--- src/rtl/game_flow_ctrl.sv ---
// Game round sequencer: IDLE -> START -> PLAY -> RESULT, with per-player HP,
// hit cooldowns, winner decode and background/caption selection.
module game_flow_ctrl #(
  parameter int HP_INIT       = 7,
  parameter int START_FRAMES  = 120,
  parameter int RESULT_FRAMES = 300,
  parameter int HIT_COOLDOWN  = 30
) (
  input  logic       i_clk,
  input  logic       i_rst,
  input  logic       i_frame_tick,
  input  logic       i_start,
  input  logic       i_hit1,
  input  logic       i_hit2,
  input  logic       i_shield1,
  input  logic       i_shield2,
  output logic [1:0] o_state,
  output logic       o_play_en,
  output logic       o_round_rst,
  output logic [2:0] o_hp1,
  output logic [2:0] o_hp2,
  output logic [3:0] o_bg_id,
  output logic       o_caption_en,
  output logic [3:0] o_caption_id,
  output logic [1:0] o_winner
);

  localparam int FC_MAX = (START_FRAMES > RESULT_FRAMES) ? START_FRAMES : RESULT_FRAMES;
  localparam int FC_W   = $clog2(FC_MAX + 1);
  localparam int CD_W   = (HIT_COOLDOWN > 0) ? $clog2(HIT_COOLDOWN + 1) : 1;

  localparam logic [FC_W-1:0] START_LAST  = FC_W'(START_FRAMES - 1);
  localparam logic [FC_W-1:0] RESULT_LAST = FC_W'(RESULT_FRAMES - 1);
  localparam logic [CD_W-1:0] CD_LOAD     = CD_W'(HIT_COOLDOWN);
  localparam logic [2:0]      HP_LOAD     = 3'(HP_INIT);

  localparam logic [3:0] ID_MAP       = 4'd0;
  localparam logic [3:0] ID_WIN_CAP   = 4'd9;
  localparam logic [3:0] ID_LOSE_CAP  = 4'd10;
  localparam logic [3:0] ID_IDLE_BG   = 4'd11;
  localparam logic [3:0] ID_START_CAP = 4'd12;
  localparam logic [3:0] ID_START_BG  = 4'd13;

  typedef enum logic [1:0] {
    S_IDLE   = 2'd0,
    S_START  = 2'd1,
    S_PLAY   = 2'd2,
    S_RESULT = 2'd3
  } state_t;

  state_t          state_q, state_d;
  logic [FC_W-1:0] fc_q, fc_d;
  logic [CD_W-1:0] cd1_q, cd1_d, cd2_q, cd2_d;
  logic [2:0]      hp1_q, hp1_d, hp2_q, hp2_d;
  logic [1:0]      win_q, win_d;
  logic            round_rst_q, round_rst_d;
  logic            play_en_q, play_en_d;
  logic [3:0]      bg_q, bg_d;
  logic            cap_en_q, cap_en_d;
  logic [3:0]      cap_id_q, cap_id_d;

  always_comb begin
    state_d     = state_q;
    fc_d        = fc_q;
    cd1_d       = cd1_q;
    cd2_d       = cd2_q;
    hp1_d       = hp1_q;
    hp2_d       = hp2_q;
    win_d       = win_q;
    round_rst_d = 1'b0;

    case (state_q)
      S_IDLE: begin
        if (i_start) state_d = S_START;
      end
      S_START: begin
        if (i_frame_tick) begin
          if (fc_q == START_LAST) begin
            state_d     = S_PLAY;
            round_rst_d = 1'b1;
            hp1_d       = HP_LOAD;
            hp2_d       = HP_LOAD;
            cd1_d       = '0;
            cd2_d       = '0;
            win_d       = 2'd0;
          end else begin
            fc_d = fc_q + FC_W'(1);
          end
        end
      end
      S_PLAY: begin
        if (i_frame_tick) begin
          if (cd1_q != '0) cd1_d = cd1_q - CD_W'(1);
          if (cd2_q != '0) cd2_d = cd2_q - CD_W'(1);
        end
        // Hits are qualified by the pre-tick cooldown; a load overrides the decrement.
        if (i_hit1 && !i_shield1 && (cd1_q == '0)) begin
          hp1_d = (hp1_q == 3'd0) ? 3'd0 : hp1_q - 3'd1;
          cd1_d = CD_LOAD;
        end
        if (i_hit2 && !i_shield2 && (cd2_q == '0)) begin
          hp2_d = (hp2_q == 3'd0) ? 3'd0 : hp2_q - 3'd1;
          cd2_d = CD_LOAD;
        end
        // Winner encoding falls out of {p1 dead, p2 dead}: 1=p1 wins, 2=p2 wins, 3=draw.
        if ((hp1_d == 3'd0) || (hp2_d == 3'd0)) begin
          state_d = S_RESULT;
          win_d   = {hp1_d == 3'd0, hp2_d == 3'd0};
        end
      end
      S_RESULT: begin
        if (i_frame_tick) begin
          if (fc_q == RESULT_LAST) state_d = S_IDLE;
          else                     fc_d    = fc_q + FC_W'(1);
        end
      end
      default: state_d = S_IDLE;
    endcase

    if (state_d != state_q) fc_d = '0;

    play_en_d = (state_d == S_PLAY);
    cap_en_d  = (state_d != S_PLAY);
    case (state_d)
      S_IDLE:  bg_d = ID_IDLE_BG;
      S_START: bg_d = ID_START_BG;
      default: bg_d = ID_MAP;
    endcase
    if (state_d == S_RESULT) cap_id_d = (win_d == 2'd1) ? ID_WIN_CAP : ID_LOSE_CAP;
    else                     cap_id_d = ID_START_CAP;
  end

  always_ff @(posedge i_clk) begin
    if (i_rst) begin
      state_q     <= S_IDLE;
      fc_q        <= '0;
      cd1_q       <= '0;
      cd2_q       <= '0;
      hp1_q       <= HP_LOAD;
      hp2_q       <= HP_LOAD;
      win_q       <= 2'd0;
      round_rst_q <= 1'b0;
      play_en_q   <= 1'b0;
      bg_q        <= ID_IDLE_BG;
      cap_en_q    <= 1'b1;
      cap_id_q    <= ID_START_CAP;
    end else begin
      state_q     <= state_d;
      fc_q        <= fc_d;
      cd1_q       <= cd1_d;
      cd2_q       <= cd2_d;
      hp1_q       <= hp1_d;
      hp2_q       <= hp2_d;
      win_q       <= win_d;
      round_rst_q <= round_rst_d;
      play_en_q   <= play_en_d;
      bg_q        <= bg_d;
      cap_en_q    <= cap_en_d;
      cap_id_q    <= cap_id_d;
    end
  end

  assign o_state      = state_q;
  assign o_play_en    = play_en_q;
  assign o_round_rst  = round_rst_q;
  assign o_hp1        = hp1_q;
  assign o_hp2        = hp2_q;
  assign o_bg_id      = bg_q;
  assign o_caption_en = cap_en_q;
  assign o_caption_id = cap_id_q;
  assign o_winner     = win_q;

endmodule

--- config.mk ---
export PLATFORM = sky130hd
export DESIGN_NAME = game_flow_ctrl
export DESIGN_NICKNAME = d
export VERILOG_FILES = /design/src/rtl/game_flow_ctrl.sv
export SDC_FILE = /design/constraint.sdc
export NUM_CORES = 1
export LEC_CHECK = 0
export CORE_ASPECT_RATIO = 0.7
export CORE_MARGIN = 2
export CORE_UTILIZATION = 39
export CTS_CLUSTER_SIZE = 24
export DETAILED_ROUTE_END_ITERATION = 8
export GPL_ROUTABILITY_DRIVEN = 0
export GPL_TIMING_DRIVEN = 0
export SYNTH_ARGS = -nofsm -noshare
export SYNTH_HDL_FRONTEND = slang
export SYNTH_SLANG_ARGS = --single-unit
--- constraint.sdc ---
create_clock -name i_clk -period 2 [get_ports i_clk]
set_input_delay 0.4 -clock i_clk [delete_from_list [all_inputs] [get_ports i_clk]]
set_output_delay 0.4 -clock i_clk [all_outputs]
set_load 0.005 [all_outputs]
---- Word level (Yosys, flattened, before mapping) ----
Index checks and enable logic that the tools add are counted.
operators by class
  equal/unequal tests ..................... 20
  $add $sub $neg .......................... 5
  reductions and logical operators ........ 26
  bitwise operators ....................... 3
  multiplexer cells ....................... 39
operator list
  operator                                          number
  two-way mux 5 bit                                 8
  two-way mux 9 bit                                 4
  two-way mux 3 bit                                 8
  two-way mux 2 bit                                 10
  one-hot mux 5 bit (2 select lines)                2
  one-hot mux 9 bit (2 select lines)                1
  AND reduction 5 bit                               3
  logical NOT 3 bit                                 4
  != test 2 bit, second input constant              6
  != test 3 bit, second input constant              4
  one-hot mux 3 bit (2 select lines)                2
  logical NOT 5 bit                                 2
  nonzero test 5 bit                                2
  subtractor 5 x 1 -> 5 bit, second input constant  2
  adder 9 x 1 -> 9 bit, second input constant       1
  == test 9 x 7 -> 1 bit, second input constant     1
  == test 9 bit, second input constant              1
  == test 2 bit, second input constant              4
  one-hot mux 2 bit (4 select lines)                1
  one-hot mux 4 bit (2 select lines)                1
  == test 2 x 1 -> 1 bit, second input constant     3
  subtractor 3 x 1 -> 3 bit, second input constant  2
  logical AND 1 bit                                 4
  logical NOT 2 bit                                 2
  10 further kinds                                  15
word-level totals
  output and inout bits ................... 21
  bits in registers ....................... 40
  logic and storage cells ................. 105
  input port bits ......................... 8

---- Depth between registers and ports, before layout ----
Gate-level depths: netlist of run 1.
  depth in word-level cells ............... 12
  gate-level depth with buffers ........... 9
  mapped depth without buffers ............ 8

---- Least setup slack after synthesis of run 1 ----
Ideal clock, no wire load.
  path type ............................... register -> register
  from .................................... reg hp1_q[0] (netlist: o_hp1[0])
  to ...................................... reg fc_q[0]
  clock period less this slack ............ 2.200 ns
  data required time ...................... 1.865 ns
  path slack .............................. -0.200 ns
  path buffers ............................ 1
  stages on the path, launching flop included .. 10
  setup time .............................. 0.135 ns
  data arrival time ....................... 2.064 ns
  path through ............................ dfxtp_1 -> nor2_1 -> inv_1 -> ha_1 -> or3b_2 -> nor4b_1 -> or3_1 -> o211a_1 -> buf_6 -> nor3_1
on the way
  cells in the longest elaborated chain, start to end .. 10
ends and longest elaborated chain
  element                                                                RTL line  text
  start, declared                                                        54        logic [2:0] hp1_q, hp1_d, hp2_q, hp2_d;
  start signal, assigned                                                 152       hp1_q <= hp1_d;
  subtractor 3 x 1 -> 3 bit / logical NOT 3 bit (equally long branches)  98        hp1_d = (hp1_q == 3'd0) ? 3'd0 : hp1_q - 3'd1;
  two-way mux 3 bit                                                      98
  two-way mux 3 bit (*)                                                  97        if (i_hit1 && !i_shield1 && (cd1_q == '0)) begin
  two-way mux 3 bit (*)                                                  72        case (state_q)
  logical NOT 3 bit (*)                                                  106       if ((hp1_d == 3'd0) || (hp2_d == 3'd0)) begin
  logical OR 1 bit (*)                                                   106
  two-way mux 2 bit (*)                                                  106
  one-hot mux 2 bit (4 select lines) (*)                                 72
  != test 2 bit (*)                                                      120       if (state_d != state_q) fc_d = '0;
  OR reduction 2 bit (no source line) (*)                                n/a
  end signal, assigned                                                   136       fc_q <= '0;
  end signal, assigned                                                   149       fc_q <= fc_d;
  end, declared                                                          52        logic [FC_W-1:0] fc_q, fc_d;
Mark *: on every way between the ends. The rest lies on a longest branch, timed or not. The select of a mux whose other input is x is not followed.
A chain may end at the register's enable or synchronous reset.

---- Worst setup path after layout of run 1 ----
  from .................................... reg hp1_q[0] (netlist: o_hp1[0])
  to ...................................... reg fc_q[1]
Same word-level chain as after synthesis.

==> results.cfg, run 1 <==
[critical_path]
path_buf_inv = 2
criticalPathCategory = flop to flop
crit_family = simple AND/OR/NAND/NOR gates
start_kind = flop
cp_slowest_cell = or3b_4
slowest_delay_ns = 0.40
path_cells = nor2_4 -> inv_2 -> ha_4 -> or3b_4 -> nor4_4 -> or3_4 -> o211a_4 -> buf_6 -> nor3_2
arrival_ns = 2.37
worstPathRequired_ns = 2.18
cp-end-kind = flop
critPathMaxFanout = 7

[yosys]
netlist_area_mm2 = 0.00235
synthTopCellsByArea = dfxtp_1, ha_1, a21oi_1
yosys.area.top_type = dfxtp_1
synth_top_family_by_area = simple AND/OR/NAND/NOR gates
yosysWarnings = 0
ys.flop_type = dfxtp_1
synthArstFlopShare = 0
synth_common_cells = dfxtp_1, nand2_1, a21oi_1
syn_area_per_cell_um2 = 8.80
synth.most_common_cell = dfxtp_1
ys_seq_area_frac = 0.324
synthAdderAreaFrac = 0.0692
synth-compound-area-share = 0.241
synth_xor_area_frac = 0.0298
synth_fp_nets = 288
synth.ff_latch_count = 38
yosys.area_share.simple = 0.255
syn_inst = 267
synth_cell_types = 59
synth_top_cell_area_share = 0.324
synthMuxAreaShare = 0.0261
synth-edff-count = 0

[power_and_ir_drop]
pwr-share-clk = 0.163
switching_share = 0.401
p_per_area_mw_per_mm2 = 1020
power_w = 0.00355
p_sw_w = 0.00142
combPwrFrac = 0.552
pwr-share-seq = 0.285
p_int_w = 0.00212
ir_drop_mv = 0.337
p_leak_nw = 1.23

[sta]
fmax_mhz = 457
timing.final.crit_period_ns = 2.19
setup_ws_ns = -0.189
setup_viol = 21
rsz0062_at_grt = true
max-slew-margin-rel = 0.608
hold_violations = 0
setup_tns_ns = -2.99
skew_ns = 0.0147
timing.final.crit_share = 1.09
worst_pin_slew_ns = 0.588
finalMaxSlewViolations = 0

[drt]
drt-initial-drc-count = 173
wl_um = 6160
drt_drc_violations_left = 0
dr.pass1.iters = 4
wl_per_cell_um = 15.3
postRouteAntennaNets = 0
vias_per_cell = 5.51
num_vias = 2214

[placed_design]
dp_hpwl_um = 3830
io_buffers = 27
dp.cells = 369

[clock_network]
clk_pin_slew_ns = 0.08
holdBufCountCts = 0
worstSkewPairLatency_ns = 0.30
cts_tree = built
cts.htree.levels = 2
cts_buffer_depth = 2
cts_made_buffers = 5
cts_root_buf = clkbuf_8
clock_sinks = 38

[cells_and_area]
diodes = 0
area_delta_synth_final_pct = 47.8
instances_no_fill = 402
drive_above_1_share = 0.404
final_nets = 347

[floorplan]
die-area_mm2 = 0.00667
die_y_um = 68.9
die_w_um = 96.8
core-area_mm2 = 0.00578
row_count = 23
io_pins = 29
start_util = 0.406

[outcome]
status = complete, but fails checks
violations = setup timing

[job]
cap_violations = 0

[global_routing]
grt-ovfl-total = 0
grt_antenna_before_repair = 0
grt_start_max_net_pins = 13
grt_pass1_wl_um = 9900
grt.total_usage = 0.184
grt_pass1_vias = 1964

[worst_hold_path]
hp-class = flop to flop
## final timing paths
path / cells past startpoint / slack [ns] / to / startpoint
max: 9 / -0.19 / fc_q[1] / o_hp1[0]
min reg2reg: 2 / 0.50 / o_hp2[1] / o_hp2[1]
min: 2 / 0.50 / o_hp2[1] / o_hp2[1]
max reg2reg: 9 / -0.19 / fc_q[1] / o_hp1[0]
## state kept, by name, indices dropped and copies added, names as in the netlist
register / flops
fc_q: 9
cd1_q: 5
cd2_q: 5
o_bg_id: 3
o_caption_id: 3
o_hp1: 3
o_hp2: 3
o_state: 2
o_winner: 2
o_caption_en: 1
o_play_en: 1
o_round_rst: 1
## cell type report
type / instances / area (um^2)
Fill cell: 485 / 2310
Multi-Input combinational cell: 201 / 1860
Sequential cell: 38 / 783
Timing Repair Buffer: 55 / 515
Tap cell: 75 / 93.8
Clock buffer: 6 / 82.6
Buffer: 10 / 63.8
Inverter: 15 / 56.3
Clock inverter: 2 / 12.5
## cell families (layout without fill, tap and decap cells)
group	Yosys count	in the layout
buffers and inverters	28	88
other	1	1
adder cells (fa/ha/maj)	13	13
AO/OA/AOI/OAI	71	71
XOR/XNOR	8	8
AND/OR/NAND/NOR	102	102
multiplexers	6	6
flip-flops	38	38
## what timing repair did
action                                  CTS  global route
gates cloned                              1             0
endpoints found under the setup margin   37            36
pin swaps                                25            21
resized for setup                        42            57
buffers inserted                         22             5
## routing by layer
layer | GRT usage | up-vias | share of wire
li1 | - | 1104 | -
met1 | 0.266 | 1049 | 0.51
met5 | 0 | - | 0
met4 | 0.0264 | 0 | 0.0071
met2 | 0.287 | 55 | 0.44
met3 | 0.0444 | 6 | 0.039
## through the flow
| step | area, um^2 | worst slack, ns | utilization | hold WS [ns] |
|---|---|---|---|---|
| final | 3470 | -0.189 | 0.600 | 0.499 |
| after CTS | 3210 | -0.214 | 0.555 | 0.510 |
| after global placement | 2760 | -0.636 | 0.477 | 0.504 |
| after floorplan | 2390 | -0.0621 | - | 0.475 |
| after detailed placement | 2760 | -0.675 | 0.477 | 0.497 |
| after global routing | 3470 | -0.269 | 0.600 | 0.531 |
## power by group through the flow
stage	Clock (W)	Combinational, W	Sequential, W
final	0.000579	0.00196	0.00101
after CTS	0.000589	0.00174	0.00100
after floorplan	0	0.000959	0.000993
after global routing	0.000626	0.00210	0.00103
after global placement	0	0.00131	0.00101
after detailed placement	0	0.00132	0.00101
## placed cells by master (no fill, tap or decap), types with 5 or more instances in the layout
cell and count:
a211oi_2 5, a21oi_1 16, and3_1 6, buf_4 24
buf_6 7, clkbuf_8 6, clkdlybuf4s50_1 27, dfxtp_1 26
dfxtp_2 9, ha_1 5, ha_4 5, inv_1 8
inv_2 7, nand2_1 24, nand2b_1 7, nand4_1 6
nor2_1 13, nor3_2 10, o21ai_0 5, xor2_1 8
## worst register-to-register path, cell delays in order (launching register included)
cell and delay (ns):
dfxtp_4 0.38, nor2_4 0.10, inv_2 0.06, ha_4 0.15
or3b_4 0.40, nor4_4 0.38, or3_4 0.23, o211a_4 0.19
buf_6 0.14, nor3_2 0.05
No activity file was read; power rests on OpenSTA's default activity.
==> run 2: changes to the inputs <==
--- a/config.mk
+++ b/config.mk
@@ -5,6 +5,7 @@
 export SDC_FILE = /design/constraint.sdc
 export NUM_CORES = 1
 export LEC_CHECK = 0
+export CAP_MARGIN = 15
 export CORE_ASPECT_RATIO = 0.7
 export CORE_MARGIN = 2
 export CORE_UTILIZATION = 39
@@ -12,6 +13,7 @@
 export DETAILED_ROUTE_END_ITERATION = 8
 export GPL_ROUTABILITY_DRIVEN = 0
 export GPL_TIMING_DRIVEN = 0
+export SLEW_MARGIN = 25
 export SYNTH_ARGS = -nofsm -noshare
 export SYNTH_HDL_FRONTEND = slang
 export SYNTH_SLANG_ARGS = --single-unit
==> results of run 2 <==
No change in the layout: final DEF, timing and power equal those of run 1.
